$ cat src/rtl/fb_read_arbiter.sv
// Frame-buffer port-B read arbiter: VGA (A) has strict priority over the
// OLED scanner (B). The winning address is registered into the BRAM and the
// returned pixel is steered to its owner two cycles after the request.
module fb_read_arbiter #(
  parameter int c_nb_img_pxls = 15,
  parameter int c_nb_buf      = 12,
  parameter int c_starve_max  = 255
) (
  input  logic                     clk_i,
  input  logic                     rst_i,
  input  logic                     a_req_i,
  input  logic [c_nb_img_pxls-1:0] a_addr_i,
  output logic                     a_rvalid_o,
  output logic [c_nb_buf-1:0]      a_rdata_o,
  input  logic                     b_req_i,
  input  logic [c_nb_img_pxls-1:0] b_addr_i,
  output logic                     b_gnt_o,
  output logic                     b_rvalid_o,
  output logic [c_nb_buf-1:0]      b_rdata_o,
  output logic [c_nb_img_pxls-1:0] fb_addr_o,
  input  logic [c_nb_buf-1:0]      fb_dout_i,
  input  logic                     starve_clr_i,
  output logic                     b_starve_o
);

  localparam logic [7:0] STARVE_MAX = 8'(c_starve_max);

  // Return-path tag: which requester owns the read in flight.
  typedef struct packed {
    logic vld;
    logic own_b;
  } sel_t;

  sel_t                     sel1_q, sel1_d, sel2_q;
  logic [c_nb_img_pxls-1:0] fb_addr_q, fb_addr_d;
  logic [7:0]               wait_q, wait_d;
  logic                     starve_q, starve_d;
  logic                     b_gnt, b_wait, starve_set;

  // Arbitration, address/tag capture and starvation bookkeeping.
  always_comb begin
    b_gnt      = b_req_i & ~a_req_i & ~rst_i;
    b_wait     = b_req_i & ~b_gnt;
    fb_addr_d  = fb_addr_q;  // hold address when idle: no spurious BRAM reads
    sel1_d     = '0;
    if (a_req_i) begin
      fb_addr_d = a_addr_i;
      sel1_d    = '{vld: 1'b1, own_b: 1'b0};
    end else if (b_gnt) begin
      fb_addr_d = b_addr_i;
      sel1_d    = '{vld: 1'b1, own_b: 1'b1};
    end
    wait_d = 8'd0;
    if (b_wait)
      wait_d = (wait_q == STARVE_MAX) ? wait_q : wait_q + 8'd1;
    starve_set = b_wait & (wait_q == STARVE_MAX - 8'd1);
    // a set in the same cycle as a clear must win so no event is lost
    starve_d = starve_q;
    if (starve_set)        starve_d = 1'b1;
    else if (starve_clr_i) starve_d = 1'b0;
  end

  // State registers; reset drops any in-flight reads.
  always_ff @(posedge clk_i) begin
    if (rst_i) begin
      fb_addr_q <= '0;
      sel1_q    <= '0;
      sel2_q    <= '0;
      wait_q    <= 8'd0;
      starve_q  <= 1'b0;
    end else begin
      fb_addr_q <= fb_addr_d;
      sel1_q    <= sel1_d;
      sel2_q    <= sel1_q;  // aligns tag with BRAM output one cycle later
      wait_q    <= wait_d;
      starve_q  <= starve_d;
    end
  end

  assign b_gnt_o    = b_gnt;
  assign fb_addr_o  = fb_addr_q;
  assign a_rvalid_o = sel2_q.vld & ~sel2_q.own_b;
  assign b_rvalid_o = sel2_q.vld &  sel2_q.own_b;
  assign a_rdata_o  = fb_dout_i;
  assign b_rdata_o  = fb_dout_i;
  assign b_starve_o = starve_q;

endmodule
$ cat config.mk
export PLATFORM = sky130hd
export DESIGN_NAME = fb_read_arbiter
export DESIGN_NICKNAME = d
export VERILOG_FILES = /design/src/rtl/fb_read_arbiter.sv
export SDC_FILE = /design/constraint.sdc
export NUM_CORES = 1
export LEC_CHECK = 0
export ABC_AREA = 1
export CAP_MARGIN = 20
export CELL_PAD_IN_SITES_DETAIL_PLACEMENT = 1
export CELL_PAD_IN_SITES_GLOBAL_PLACEMENT = 2
export CORE_MARGIN = 2
export CORE_UTILIZATION = 18
export CTS_BUF_LIST = sky130_fd_sc_hd__clkbuf_4 sky130_fd_sc_hd__clkbuf_8
export DETAILED_ROUTE_END_ITERATION = 16
export GPL_TIMING_DRIVEN = 0
export PLACE_DENSITY_LB_ADDON = 0.1
export SLEW_MARGIN = 20
export SYNTH_ARGS = -nofsm -noshare
export SYNTH_HDL_FRONTEND = slang
export SYNTH_SLANG_ARGS = --single-unit
export TNS_END_PERCENT = 50
$ cat constraint.sdc
create_clock -name clk_i -period 1.1 [get_ports clk_i]
set_input_delay 0.165 -clock clk_i [delete_from_list [all_inputs] [get_ports clk_i]]
set_output_delay 0.165 -clock clk_i [all_outputs]
set_load 0.03 [all_outputs]
==> flow_metrics.tcl <==
set metrics [dict create \
    yosysTopAreaCellShare 0.366 \
    grt_max_degree 17 \
    die_h_microns 96.2 \
    drtAntennaViolNets 0 \
    finalHoldViolations 0 \
    nNetsFinal 331 \
    detail_route.first_pass.iterations 4 \
    num_rows 33 \
    grt_overflow 0 \
    ys_seq_area_frac 0.366 \
    worst_pin_slew_ns 0.318 \
    p_int_w 0.00192 \
    cp-end-kind "register" \
    clkPwrFrac 0.307 \
    crit_family "flip-flops" \
    die_area_sq_um 9260 \
    synth_area_sq_um 1530 \
    clock_latency_ns 0.27 \
    whs_ns 0.139 \
    cts_tree "yes" \
    slew_headroom 0.787 \
    crit_chain "buf_6, ha_4, nand3_4, inv_4, nand2_8, inv_2, nor2_1, nor2_1" \
    final_common_cell "clkdlybuf4s50_1" \
    finalNonFillerCells 386 \
    utilization 0.317 \
    critPathMaxFanout 8 \
    n_antenna_cell 0 \
    finalSetupViolCount 7 \
    maxCapViolCount 0 \
    powerDensity_nw_per_um2 1030 \
    start_util 0.186 \
    status "finished, violations left" \
    syn_avg_cell_area_sq_um 7.85 \
    synthCells 195 \
    place_congestion 0.700 \
    place_inst 376 \
    crit_required_ns 1.28 \
    cpPeakStageDelay_ns 0.34 \
    grt_pass1_vias 1508 \
    crit_path_start_kind "register" \
    dieWidth_microns 96.2 \
    nFillCells 993 \
    stdcell_area_sq_um 2600 \
    rsz0062_at_grt "true" \
    slew_viol_final 0 \
    num_vias 1502 \
    cts_hold_buf 0 \
    swShare 0.283 \
    synthToLayoutAreaGrowth_pct 70.0 \
    cts.sinks 28 \
    pin_count 90 \
    antenna_found_initial 0 \
    dpl.hpwl_mm 3.70 \
    arrival_ns 1.34 \
    yosysTopAreaCell "dfxtp_1" \
    violations "negative setup slack" \
    p_sw_w 0.000758 \
    io_buffer_count 76 \
    critPathBufInv 3 \
    reg2reg_setup_slack_ns -0.07 \
    drive_gt1_frac 0.367 \
    viasPerCell 3.89 \
    drc 0 \
    post-route-period-util 1.06 \
    core_area_sq_um 8220 \
    p_leak_nw 1.24 \
    ir_drop_uv 404 \
    wl_per_cell_microns 12.4 \
    clkSlewWorstSetupHoldPaths_ns 0.10 \
    drt-initial-drc-count 27 \
    yosysWarningCount 0 \
    synth_seq_cells 28 \
    h-tree-depth 1 \
    cts_root_buffer "clkbuf_8" \
    post-route-min-period_ns 1.17 \
    grt_pass1_wl_mm 7.07 \
    critPathSlowestCell "dfxtp_2" \
    mostFrequentLayoutCells "clkdlybuf4s50_1, nand2_1, buf_4" \
    sequentialPowerShare 0.408 \
    finClkSkew_ns 0.00360 \
    placed_area_sq_um 2430 \
    clockBufferDepth 2 \
    crit_top_cell "nor2_1" \
    critical_path_class "register to register" \
    grt_util_all_layers 0.0966 \
    drt-total-wl_mm 4.77 \
    synthTopCellsByArea "dfxtp_1, buf_4, nand2_1, o211a_1, nand3_2" \
    maxClockFrequency_ghz 0.858 \
    cts_buffers 3 \
    final.setup.worst_slack_ns -0.0652 \
    hold_class "input port to register" \
    synth_cell_type_count 23 \
    syn_nets 244 \
    place_ws_ns -0.927 \
    combPwrFrac 0.285 \
]
[cell usage after synthesis]
cell type,count
dfxtp_1,28
a21oi_1,5
ha_1,2
or2_2,1
a31oi_1,1
buf_6,3
inv_1,16
buf_2,2
xnor2_1,1
nand3_1,14
nand2_4,2
inv_4,1
buf_4,25
nor2_1,14
o211a_1,15
nand2_1,47
nand4_1,1
o21ai_0,4
nand2_2,1
nor2_2,1
nand3_2,8
inv_2,2
clkbuf_1,1
[routing by layer]
layer,routed length (microns),vias up,global-route usage,part of all wire
met2,2140,62,0.155,0.45
li1,-,777,-,-
met5,0,-,0,0
met3,455,2,0.0164,0.095
met4,29,0,0.0321,0.0061
met1,2150,661,0.131,0.45
[state kept, by name (all words and copies together), names as in the netlist]
signal,count
b_starve_o,1
fb_addr_o,15
sel1_q,2
sel2_q,2
wait_q,8
[metrics by stage]
stage | power [W] | setup TNS, ns
final | 0.00268 | -0.297
after global routing | 0.00284 | -0.936
after detailed placement | 0.00191 | -13.60
after global placement | 0.00191 | -13.99
after floorplan | 0.00155 | -0.00119
after CTS | 0.00273 | -0.0640
[timing repair]
| item | in CTS | in global routing |
|---|---|---|
| endpoints found under the setup margin | 43 | 28 |
| pin swaps | 0 | 9 |
| endpoints found under the hold margin | 0 | 0 |
| resized for setup | 109 | 38 |
| setup buffers | 3 | 3 |
[power groups by stage]
stage | clock (W) | combinational (W) | sequential (W)
2_1_floorplan | 0 | 0.000344 | 0.00121
3_3_place_gp | 0 | 0.000792 | 0.00112
3_5_place_dp | 0 | 0.000787 | 0.00112
4_1_cts | 0.000877 | 0.000761 | 0.00110
5_1_grt | 0.000915 | 0.000822 | 0.00110
6_report | 0.000823 | 0.000764 | 0.00109
[worst paths after layout]
| path | startpoint | end | depth (start not counted) |
|---|---|---|---|
| setup / recovery | wait_q[0] | wait_q[0] | 8 |
| hold / removal | rst_i | b_starve_o | 2 |
| setup reg to reg | wait_q[0] | wait_q[0] | 8 |
| hold reg to reg | sel1_q[0] | sel2_q[0] | 2 |
[area by class of cell]
type	count	area (sq um)	share of cell area
inverter	19	81.3	0.0312
tap	105	131	0.0505
buffer	31	236	0.0908
sequential	28	571	0.219
clock buffer	3	41.3	0.0159
timing repair buffer	82	733	0.282
multi-input combinational	117	779	0.299
clock inverter	1	30.0	0.0115
[kinds of logic (layout without fill, tap and decap cells)]
kind of cell | Yosys count | count (layout) | synth area share
flip-flops | 28 | 28 | 0.366
XOR/XNOR | 1 | 1 | 0.00572
buffers and inverters | 50 | 136 | 0.202
AND/OR/NAND/NOR | 89 | 89 | 0.279
AO/OA/AOI/OAI | 25 | 25 | 0.132
adder cells (fa/ha/maj) | 2 | 2 | 0.0163
Note: power is estimated with default switching activity, not from simulation.
